===== src/rtl/serial_cmd_pkg.sv =====
// Shared types and widths for the bit-serial command decoder.
package serial_cmd_pkg;

    localparam int OPC_W      = 2;
    localparam int DEF_ADR_W  = 2;
    localparam int DEF_DATA_W = 8;
    localparam int PAYLOAD_W  = OPC_W + DEF_ADR_W + DEF_DATA_W;

    typedef enum logic [OPC_W-1:0] {
        OPC_NOP    = 2'b00,
        OPC_STORE  = 2'b01,
        OPC_FETCH  = 2'b10,
        OPC_DIRECT = 2'b11
    } opcode_t;

    typedef enum logic [2:0] {
        ST_IDLE,
        ST_START,
        ST_SHIFT,
        ST_STOP,
        ST_ISSUE,
        ST_WAIT_IDLE
    } state_t;

    function automatic int payload_w(input int adr_w, input int data_w);
        return OPC_W + adr_w + data_w;
    endfunction

endpackage


===== src/rtl/serial_bit_timer.sv =====
// Bit-period down-counter: load sets the count, expire_o pulses for one cycle at zero.
module serial_bit_timer #(
    parameter  int CLKS_PER_BIT = 4,
    localparam int CNT_W        = $clog2(CLKS_PER_BIT)
) (
    input  logic             clk_i,
    input  logic             rst_i,
    input  logic             load_i,
    input  logic [CNT_W-1:0] load_val_i,
    output logic             expire_o
);

    logic [CNT_W-1:0] cnt_q, cnt_d;
    logic             run_q, run_d;

    always_comb begin
        cnt_d = cnt_q;
        run_d = run_q;
        if (load_i) begin
            cnt_d = load_val_i;
            run_d = 1'b1;
        end else if (run_q) begin
            if (cnt_q == '0) begin
                run_d = 1'b0;
            end else begin
                cnt_d = cnt_q - CNT_W'(1);
            end
        end
    end

    always_ff @(posedge clk_i) begin
        if (rst_i) begin
            cnt_q <= '0;
            run_q <= 1'b0;
        end else begin
            cnt_q <= cnt_d;
            run_q <= run_d;
        end
    end

    assign expire_o = run_q && (cnt_q == '0);

endmodule


===== src/rtl/serial_cmd_decoder.sv =====
// Bit-serial command receiver: deserializes opcode/address/data and issues strobes.
//   state     | meaning
//   IDLE      | line idle, waiting for a falling edge
//   START     | timing to mid start bit, reject glitches
//   SHIFT     | sampling payload bits mid-bit, LSB first
//   STOP      | sampling stop bit
//   ISSUE     | strobes and new adr/data visible for one cycle
//   WAIT_IDLE | bad stop seen, waiting for line to return high
module serial_cmd_decoder
    import serial_cmd_pkg::*;
#(
    parameter int CLKS_PER_BIT = 4,
    parameter int DATA_W       = DEF_DATA_W,
    parameter int ADR_W        = DEF_ADR_W
) (
    input  logic              clk_i,
    input  logic              rst_i,
    input  logic              ser_i,
    output logic [DATA_W-1:0] data_o,
    output logic [ADR_W-1:0]  adr_o,
    output logic              read_sig_o,
    output logic              write_sig_o,
    output logic              busy_o,
    output logic              frame_err_o
);

    localparam int PLD_W = payload_w(ADR_W, DATA_W);
    localparam int TMR_W = $clog2(CLKS_PER_BIT);
    localparam int CNT_W = $clog2(PLD_W);

    localparam logic [TMR_W-1:0] HALF_BIT = TMR_W'(CLKS_PER_BIT / 2 - 1);
    localparam logic [TMR_W-1:0] FULL_BIT = TMR_W'(CLKS_PER_BIT - 1);
    localparam logic [CNT_W-1:0] LAST_BIT = CNT_W'(PLD_W - 1);

    state_t            state_q, state_d;
    logic              ser_meta_q, ser_meta_d;
    logic              ser_s_q, ser_s_d;
    logic [CNT_W-1:0]  bit_cnt_q, bit_cnt_d;
    logic [PLD_W-1:0]  payload_q, payload_d;
    logic [ADR_W-1:0]  adr_q, adr_d;
    logic [DATA_W-1:0] data_q, data_d;
    logic              rd_q, rd_d;
    logic              wr_q, wr_d;
    logic              err_q, err_d;

    logic              tmr_load;
    logic [TMR_W-1:0]  tmr_val;
    logic              tmr_expire;

    opcode_t           pld_opc;
    logic [ADR_W-1:0]  pld_adr;
    logic [DATA_W-1:0] pld_data;

    assign pld_opc  = opcode_t'(payload_q[OPC_W-1:0]);
    assign pld_adr  = payload_q[OPC_W +: ADR_W];
    assign pld_data = payload_q[OPC_W+ADR_W +: DATA_W];

    serial_bit_timer #(
        .CLKS_PER_BIT(CLKS_PER_BIT)
    ) u_bit_timer (
        .clk_i     (clk_i),
        .rst_i     (rst_i),
        .load_i    (tmr_load),
        .load_val_i(tmr_val),
        .expire_o  (tmr_expire)
    );

    always_comb begin
        state_d    = state_q;
        ser_meta_d = ser_i;
        ser_s_d    = ser_meta_q;
        bit_cnt_d  = bit_cnt_q;
        payload_d  = payload_q;
        adr_d      = adr_q;
        data_d     = data_q;
        rd_d       = 1'b0;
        wr_d       = 1'b0;
        err_d      = 1'b0;
        tmr_load   = 1'b0;
        tmr_val    = FULL_BIT;

        case (state_q)
            ST_IDLE: begin
                if (!ser_s_q) begin
                    tmr_load = 1'b1;
                    tmr_val  = HALF_BIT;
                    state_d  = ST_START;
                end
            end
            ST_START: begin
                if (tmr_expire) begin
                    if (!ser_s_q) begin
                        tmr_load  = 1'b1;
                        bit_cnt_d = '0;
                        state_d   = ST_SHIFT;
                    end else begin
                        state_d = ST_IDLE;
                    end
                end
            end
            ST_SHIFT: begin
                if (tmr_expire) begin
                    payload_d = {ser_s_q, payload_q[PLD_W-1:1]};
                    tmr_load  = 1'b1;
                    if (bit_cnt_q == LAST_BIT) begin
                        state_d = ST_STOP;
                    end else begin
                        bit_cnt_d = bit_cnt_q + CNT_W'(1);
                    end
                end
            end
            ST_STOP: begin
                // Outputs are registered here so they appear during the ISSUE cycle.
                if (tmr_expire) begin
                    if (ser_s_q) begin
                        rd_d    = (pld_opc == OPC_STORE) || (pld_opc == OPC_DIRECT);
                        wr_d    = (pld_opc == OPC_FETCH) || (pld_opc == OPC_DIRECT);
                        if (pld_opc != OPC_NOP) begin
                            adr_d  = pld_adr;
                            data_d = pld_data;
                        end
                        state_d = ST_ISSUE;
                    end else begin
                        err_d   = 1'b1;
                        state_d = ST_WAIT_IDLE;
                    end
                end
            end
            ST_ISSUE: begin
                state_d = ST_IDLE;
            end
            ST_WAIT_IDLE: begin
                if (ser_s_q) begin
                    state_d = ST_IDLE;
                end
            end
            default: begin
                state_d = ST_IDLE;
            end
        endcase
    end

    always_ff @(posedge clk_i) begin
        if (rst_i) begin
            state_q    <= ST_IDLE;
            ser_meta_q <= 1'b1;
            ser_s_q    <= 1'b1;
            bit_cnt_q  <= '0;
            payload_q  <= '0;
            adr_q      <= '0;
            data_q     <= '0;
            rd_q       <= 1'b0;
            wr_q       <= 1'b0;
            err_q      <= 1'b0;
        end else begin
            state_q    <= state_d;
            ser_meta_q <= ser_meta_d;
            ser_s_q    <= ser_s_d;
            bit_cnt_q  <= bit_cnt_d;
            payload_q  <= payload_d;
            adr_q      <= adr_d;
            data_q     <= data_d;
            rd_q       <= rd_d;
            wr_q       <= wr_d;
            err_q      <= err_d;
        end
    end

    assign data_o      = data_q;
    assign adr_o       = adr_q;
    assign read_sig_o  = rd_q;
    assign write_sig_o = wr_q;
    assign frame_err_o = err_q;
    assign busy_o      = (state_q != ST_IDLE);

endmodule


===== config.mk =====
export PLATFORM = sky130hd
export DESIGN_NAME = serial_cmd_decoder
export DESIGN_NICKNAME = d
export VERILOG_FILES = /design/src/rtl/serial_cmd_pkg.sv /design/src/rtl/serial_bit_timer.sv /design/src/rtl/serial_cmd_decoder.sv
export SDC_FILE = /design/constraint.sdc
export NUM_CORES = 1
export LEC_CHECK = 0
export CORE_ASPECT_RATIO = 1.25
export CORE_MARGIN = 2
export CORE_UTILIZATION = 58
export DETAILED_ROUTE_END_ITERATION = 10
export PLACE_DENSITY = 0.88
export SETUP_SLACK_MARGIN = 0.4
export SYNTH_ARGS = -nofsm -noshare
export SYNTH_HDL_FRONTEND = slang
export SYNTH_SLANG_ARGS = --single-unit

===== constraint.sdc =====
create_clock -name clk_i -period 4.4 [get_ports clk_i]
set_input_delay 0.44 -clock clk_i [delete_from_list [all_inputs] [get_ports clk_i]]
set_output_delay 0.44 -clock clk_i [all_outputs]
set_load 0.05 [all_outputs]

Yosys cells after proc, flatten, opt, wreduce, memory -nomap -nowiden
Index checks and enable logic that the tools add are counted.
{"block": "word_totals", "reg_bits": 37, "wordCells": 76, "out_inout_bits": 14}
{"block": "classes", "add_sub_neg": 2, "n_eq_ne": 17, "n_mux": 26, "bitwise": 3, "reduce_logical": 16}
{"cell": "$mux W3", "count": 6}
{"cell": "$ne A2 B2 Y1 const B", "count": 9}
{"cell": "$mux W4", "count": 4}
{"cell": "$pmux W3 S5", "count": 1}
{"cell": "$mux W2", "count": 6}
{"cell": "$pmux W4 S2", "count": 1}
{"cell": "$mux W1", "count": 7}
{"cell": "$eq A3 B2 Y1 const B", "count": 2}
{"cell": "$reduce_and A6 Y1", "count": 1}
{"cell": "$reduce_bool A2 Y1", "count": 3}
{"cell": "$reduce_and A5 Y1", "count": 1}
{"cell": "$add A4 B1 Y4 const B", "count": 1}
{"cell": "$eq A2 B2 Y1 const B", "count": 2}
{"cell": "$eq A4 B4 Y1 const B", "count": 1}
{"cell": "$reduce_and A2 Y1", "count": 2}
{"cell": "$reduce_and A4 Y1", "count": 1}
{"cell": "$reduce_or A4 Y1", "count": 1}
{"cell": "$eq A3 B1 Y1 const B", "count": 1}
{"cell": "$eq A3 B3 Y1 const B", "count": 1}
{"cell": "$logic_not A3 Y1", "count": 1}
{"cell": "$not A1 Y1", "count": 3}
{"cell": "$pmux W1 S3", "count": 1}
{"cell": "$reduce_bool A3 Y1", "count": 1}
{"cell": "$eq A2 B1 Y1 const B", "count": 1}
{"cell": "other kinds (5)", "count": 6}

Longest topological paths before layout
Gate-level depths: netlist of run 1.
{"block": "depth", "depth_word": 6, "depth_mapped": 8, "mapped_depth_nobuf": 6}

Hierarchy
Synthesis of run 1 repeated with hierarchy kept, for this count alone.
{"block": "hier_totals", "cells_unflattened": 172, "area_unflattened_um2": 1536.5}
{"module": "serial_cmd_decoder", "n_inst": 1, "cells_per_inst": 153, "area_each_um2": 1378.8}
{"module": "serial_bit_timer", "n_inst": 1, "cells_per_inst": 19, "area_each_um2": 157.7}

Least setup slack after synthesis of run 1
No wires, ideal clock.
{"block": "synth_path", "path_type": "reg2reg", "from": "reg state_q[1]", "to": "reg bit_cnt_q[3]", "setup_slack_ns": 2.825, "path_buffers": 1, "period_less_slack_ns": 1.575, "t_arrival_ns": 1.505, "path_stages_with_launch": 6, "path_cell_list": "dfxtp_1 > or3b_4 > or2_1 > clkbuf_1 > or3_1 > a21oi_1"}
{"block": "synth_via", "elab_chain_cells": 3}
{"item": "from (decl)", "line_no": "serial_cmd_decoder.sv:35", "source": "state_t state_q, state_d;"}
{"item": "from (signal assigned)", "line_no": "serial_cmd_decoder.sv:156", "source": "state_q <= state_d;"}
{"item": "$eq A3 B2 Y1 / $eq A3 B1 Y1 (equally long branches)", "line_no": "serial_cmd_decoder.sv:82", "source": "case (state_q)"}
{"item": "$ne A2 B2 Y1 (no line) / $reduce_bool A2 Y1 (equally long branches)"}
{"item": "$reduce_and A5 Y1 (no line)"}
{"item": "to (signal assigned)", "line_no": "serial_cmd_decoder.sv:159", "source": "bit_cnt_q <= bit_cnt_d;"}
{"item": "to (decl)", "line_no": "serial_cmd_decoder.sv:38", "source": "logic [CNT_W-1:0] bit_cnt_q, bit_cnt_d;"}
Parallel ways exist; a longest one is shown, timed or not.
A chain may end at the register's enable or synchronous reset.

Worst setup path in the final report of run 1
{"block": "layout_path", "from": "reg state_q[1]", "to": "out busy_o"}
{"block": "layout_via", "elab_chain_cells": 1}
{"item": "$reduce_bool A3 Y1", "line_no": "serial_cmd_decoder.sv:174", "source": "assign busy_o = (state_q != ST_IDLE);"}
{"item": "to (decl)", "line_no": "serial_cmd_decoder.sv:23", "source": "output logic busy_o,"}
No other way between the ends.

==> flow_summary.yaml, run 1 <==
outcome:
  outcome: "complete, no violations"
routing:
  vias: 1256
  firstDrtPassIters: 4
  wire_per_inst_um: 13.3
  viasPerCell: 5.66
  drc: 0
  drtIter0Drc: 27
  drtAntennaViolNets: 0
  drt_wl_total_um: 2950
pwr:
  p_leak_nw: 0.587
  peakVddDrop_uv: 299
  power_density_nw_per_um2: 309
final_layout:
  area_growth_pct: 14.7
  fill_cells: 209
  final_util_pct: 71.0
  final-seq-area_um2: 741
  drive_gt1_share_pct: 5.82
  final_nets: 194
  antenna_cells: 0
  multiInputGateArea_um2: 722
  final_cells: 222
timing:
  finalCritPeriodShare_pct: 52.8
  setup_tns_ns: 0
  drv_slew: 0
  grt_setup_unrepaired: "no"
  fmax_mhz: 431
  tightest_slew_ns: 0.715
  setup_violations: 0
  hold_viol: 0
  fin_worst_skew_ns: 0.0127
  relSlewSlack_pct: 52.2
  min_period_ns: 2.32
setup_path:
  r2r_end: "bit_cnt_q[3]"
  rr_worst_depth: 4
  cp_max_fo: 13
  cp-start-kind: "flop"
  end_kind: "primary output"
  arrival_ns: 1.88
  rrSetupSlack_ns: 2.40
  reg2reg_from: "state_q[1]"
  crit_type: "flop to primary output"
  crit_required_ns: 3.96
min_path:
  hold_path_depth: 1
  min_path_type: "flop to flop"
  min_from: "ser_meta_q"
  holdPathEnd: "ser_s_q"
die:
  ios: 17
  core_area_um2: 2450
  start_util_pct: 61.9
  dieHeight_um: 61.2
  die_area_um2: 3050
  dieWidth_um: 49.8
  rows: 20
global_routing:
  overflow: 0
  grt_pass1_vias: 1161
  antenna_found_initial: 0
  grt_pass1_wl_um: 4980
  grt_usage_pct: 22.0
  grt_max_degree: 38
clocking:
  cts_setup_buffers: 0
  clock_latency_ns: 0.34
  htreeDepth: 2
  clk_path_buf_depth: 2
  clk_pin_slew_ns: 0.10
  numCtsBuffers: 5
  cts_tree: "done"
  cts.sinks: 37
  root_buffer: "clkbuf_4"
  cts_hold_buf: 0
  cts_resized: 0
placed_design:
  dp_hpwl_um: 2070
  io_buffers: 16
  gp_congestion: 0.847
  dp_cells: 215
yosys:
  ys_seq_area_share_pct: 48.8
  avgSynthCellArea_um2: 8.63
  synth_seq_cells: 37
  ys_types: 38
  syn_inst: 176
  synth_area_leaders: "dfxtp_1 49%, nand2_1 7.9%, mux2i_1 7.2%"
  synth.largest_area_cell: "dfxtp_1"
  netlist_area_um2: 1520
  synth_top_area_share_pct: 48.8
  synth_warnings: 0
  syn_nets: 181
run:
  cap_violations: 0
where the power goes:
part           switching (mW)  total [mW]  internal [mW]
Sequential            0.00330       0.340          0.337
Clock                   0.100       0.176         0.0754
Combinational          0.0133      0.0214        0.00810
Total                   0.117       0.537          0.420
Yosys cell counts, drive strengths merged:
library cell / n
dfxtp: 37
nand2: 32
a21oi: 18
nor2: 17
clkbuf: 11
mux2i: 11
inv: 4
nand2b: 4
o21ai: 4
nor3: 3
or2: 3
or3: 3
and3: 2
ha: 2
nand3: 2
nand3b: 2
nor2b: 2
o31ai: 2
a2111oi: 1
a211oi: 1
a21boi: 1
a221o: 1
a311oi: 1
a41oi: 1
and2: 1
nor3b: 1
nor4: 1
o2111ai: 1
o211ai: 1
o32ai: 1
o41ai: 1
or3b: 1
or4: 1
or4b: 1
xnor2: 1
state kept, by name, summed over array words and instances, names as in the netlist:
| register | count |
|---|---|
| payload_q | 12 |
| data_o | 8 |
| bit_cnt_q | 4 |
| state_q | 3 |
| adr_o | 2 |
| u_bit_timer.cnt_q | 2 |
| frame_err_o | 1 |
| read_sig_o | 1 |
| ser_meta_q | 1 |
| ser_s_q | 1 |
| u_bit_timer.run_q | 1 |
| write_sig_o | 1 |
layer usage:
layer	wire [um]	part of all wire, %	GRT usage [%]
met5	0	0	0
met2	1540	52	39.6
met1	1190	40	23.0
met4	52	1.8	10.3
met3	164	5.6	8.25
layout make-up:
cell class / instances / share of cell area (%)
flip-flops and latches: 37 / 42.5
multi-input cells: 124 / 41.5
repair buffers: 17 / 9.63
clock buffers: 7 / 3.16
well taps: 33 / 2.37
inverters: 4 / 0.862
cells by family after synthesis:
| kind of cell | synth area share (%) |
|---|---|
| AOI/OAI and AO/OA | 13.8 |
| buffers and inverters | 3.71 |
| and+or+nand+nor | 24.2 |
| DFF | 48.8 |
| adders and majority gates | 1.65 |
| xor gates and xnor gates | 0.577 |
| muxes | 7.25 |
layout by cell type, fill, tap and decap left out, types with 3 or more instances in the layout:
cell type / netlist / layout
nor2_1: 16 / 16
nand2b_1: 4 / 4
nand2_1: 32 / 32
nor3_1: 3 / 3
mux2i_1: 11 / 11
a21oi_1: 18 / 18
clkdlybuf4s50_1: 0 / 16
or3_1: 3 / 3
clkbuf_4: 0 / 5
dfxtp_1: 37 / 37
inv_1: 4 / 4
worst max-delay path: stages (launching register included):
cell             delay [ns]
dfxtp_1                0.44
or3_1                  0.40
clkdlybuf4s50_1        0.70
worst max-delay path by stage:
stage	start	end	slack, ns	cells past startpoint
3_3_place_gp	state_q[1]	busy_o	2.49	2
6_report	state_q[1]	busy_o	2.08	2
3_5_place_dp	state_q[1]	bit_cnt_q[3]	2.44	4
2_1_floorplan	state_q[1]	bit_cnt_q[3]	2.82	5
4_1_cts	state_q[1]	busy_o	2.08	2
5_1_grt	state_q[0]	busy_o	2.02	2
metrics by stage:
| stage | setup WS, ns | power (mW) | instance area, um2 | hold slack [ns] |
|---|---|---|---|---|
| final | 2.08 | 0.537 | 1740 | 0.430 |
| after global placement | 2.49 | 0.368 | 1690 | 0.396 |
| after detailed placement | 2.44 | 0.369 | 1690 | 0.417 |
| after floorplan | 2.82 | 0.363 | 1520 | 0.389 |
| after global routing | 2.02 | 0.558 | 1740 | 0.452 |
| after CTS | 2.08 | 0.542 | 1740 | 0.434 |
Power figures use the tool's default switching activity.
==> run 2, diff against run 1 <==
--- a/config.mk
+++ b/config.mk
@@ -7,9 +7,9 @@
 export LEC_CHECK = 0
 export CORE_ASPECT_RATIO = 1.25
 export CORE_MARGIN = 2
-export CORE_UTILIZATION = 58
+export CORE_UTILIZATION = 49
 export DETAILED_ROUTE_END_ITERATION = 10
-export PLACE_DENSITY = 0.88
+export PLACE_DENSITY = 0.8
 export SETUP_SLACK_MARGIN = 0.4
 export SYNTH_ARGS = -nofsm -noshare
 export SYNTH_HDL_FRONTEND = slang
==> constraint.sdc (replaced) <==
create_clock -name clk_i -period 2 [get_ports clk_i]
set_input_delay 0.2 -clock clk_i [delete_from_list [all_inputs] [get_ports clk_i]]
set_output_delay 0.2 -clock clk_i [all_outputs]
set_load 0.05 [all_outputs]
==> run 2 against run 1 <==
Flip-flop and latch count did not move. Highest routed layer unchanged. Count of clock-buffer cells in the layout fell by 2. Critical path depth rose by 1. Clock skew fell by 0.0090 ns. Sequential power rose by 120%. Sequential share of layout area fell by 3.4 points. Combinational power rose to 3.2 times the previous value. Routed wire length rose by 21%. Register-to-register slack got worse by 2.0 ns. Clock power rose by 120%.
==> flow_summary.yaml, run 2 (synthesis gave the netlist of run 1 again) <==
timing:
  grt_setup_unrepaired: "yes"
  hold_viol: 0
  min_period_ns: 1.58
  setup_tns_ns: 0
  fmax_mhz: 632
  finalCritPeriodShare_pct: 79.2
  drv_slew: 0
  fin_worst_skew_ns: 0.00371
  setup_violations: 0
  tightest_slew_ns: 0.500
  relSlewSlack_pct: 66.8
final_layout:
  final_cell_area_um2: 1930
  final_nets: 211
  final-seq-area_um2: 756
  largest_register: "payload_q"
  multiInputGateArea_um2: 771
  layout_common_cells: "33 x dfxtp_1, 31 x nand2_1, 16 x nor2_1, 16 x buf_4, 15 x a21oi_1"
  drive_gt1_share_pct: 22.7
  area_growth_pct: 27.3
  fill_cells: 251
  mostFrequentLayoutCell: "dfxtp_1"
  largest_reg_flops: 12
  antenna_cells: 0
setup_path:
  rr_worst_depth: 4
  cp_max_fo: 7
  end_kind: "primary output"
  crit_type: "flop to primary output"
  cp-start-kind: "flop"
  arrival_ns: 1.38
  rrSetupSlack_ns: 0.42
  critPathLaunch: "state_q[0]"
  r2r_end: "bit_cnt_q[3]"
  crit_required_ns: 1.80
  reg2reg_from: "state_q[1]"
clocking:
  numCtsBuffers: 5
  clock_latency_ns: 0.35
  root_buffer: "clkbuf_4"
  htreeDepth: 2
  clk_path_buf_depth: 2
  cts.sinks: 37
  cts_tree: "done"
  cts_hold_buf: 0
  clk_pin_slew_ns: 0.11
routing:
  vias: 1349
  drtAntennaViolNets: 0
  drc: 0
  firstDrtPassIters: 4
  wire_per_inst_um: 14.6
  drtIter0Drc: 44
  viasPerCell: 5.55
  drt_wl_total_um: 3560
pwr:
  p_leak_nw: 0.746
  peakVddDrop_uv: 506
  power_density_nw_per_um2: 620
die:
  rows: 22
  core_area_um2: 2950
  dieHeight_um: 66.3
  dieWidth_um: 53.8
  die_area_um2: 3560
  ios: 17
  start_util_pct: 51.6
global_routing:
  grt_pass1_wl_um: 5620
  grt_max_degree: 20
  antenna_found_initial: 0
  grt_pass1_vias: 1219
  grt_usage_pct: 21.9
  overflow: 0
outcome:
  outcome: "complete, no violations"
placed_design:
  placed_cell_area_um2: 1720
  gp_congestion: 0.826
  io_buffers: 16
  dp_hpwl_um: 2220
min_path:
  hold_path_depth: 2
  holdPathEnd: "ser_meta_q"
  min_from: "ser_i"
  min_path_type: "primary input to flop"
run:
  cap_violations: 0
-- run 2: cell count changes in the layout (fill, tap and decap cells not counted), moves of 3 or more --
| cell | change |
|---|---|
| a21oi_1 | -3 |
| dfxtp_4 | +4 |
| clkdlybuf4s50_1 | -14 |
| dlygate4sd2_1 | +13 |
| dfxtp_1 | -4 |
| buf_4 | +15 |
| a21oi_2 | +3 |
-- run 2: layer usage --
metal,part of all wire (%),GRT usage [%],vias to the layer above,routed length [um]
met5,0,0,-,0
li1,-,-,664,-
met2,51,34.9,40,1830
met1,41,26.3,635,1460
met4,2.2,10.3,0,77
met3,5.3,6.56,10,188
-- run 2: final cells by class --
class                           instances  share of cell area, %
Clock buffer                            5                   1.94
Timing Repair Buffer                   34                   15.1
Multi-Input combinational cell        124                   39.9
Tap cell                               36                   2.33
Clock inverter                          3                  0.906
Sequential cell                        37                   39.1
Inverter                                4                  0.777
-- run 2: worst max-delay path by stage --
| stage | endpoint | slack [ns] | cells past startpoint |
|---|---|---|---|
| floorplan | bit_cnt_q[3] | 0.42 | 5 |
| global placement | bit_cnt_q[1] | 0.36 | 4 |
| detailed placement | bit_cnt_q[1] | 0.30 | 4 |
| CTS | busy_o | 0.40 | 3 |
| global route | bit_cnt_q[1] | 0.36 | 5 |
| finish | busy_o | 0.42 | 3 |
-- run 2: report_power, final --
| part | switching (mW) | internal [mW] |
|---|---|---|
| clock | 0.254 | 0.132 |
| combinational | 0.0368 | 0.0314 |
| sequential | 0.00738 | 0.737 |
-- run 2: metrics by stage --
step                setup WS (ns)  power (mW)  utilization, %  std cells  hold WS (ns)
detailed placement          0.305       0.814            58.3        222         0.406
global route                0.365        1.25            65.6        243         0.428
CTS                         0.402        1.20            63.0        240         0.403
global placement            0.355       0.812            58.3        222         0.397
floorplan                   0.425       0.799               -        176         0.304
finish                      0.417        1.20            65.6        243         0.405
-- run 2: worst max-delay path, stage by stage, from the launching register on --
cell	delay, ns
dfxtp_4	0.39
buf_6	0.12
or3_4	0.36
buf_8	0.16
-- run 2: what timing repair did --
| action | in CTS | in global routing |
|---|---|---|
| cloned | 0 | 0 |
| pin swaps | 2 | 5 |
| setup buffers | 10 | 3 |
| resized for setup | 23 | 15 |
| setup endpoints to repair | 31 | 15 |
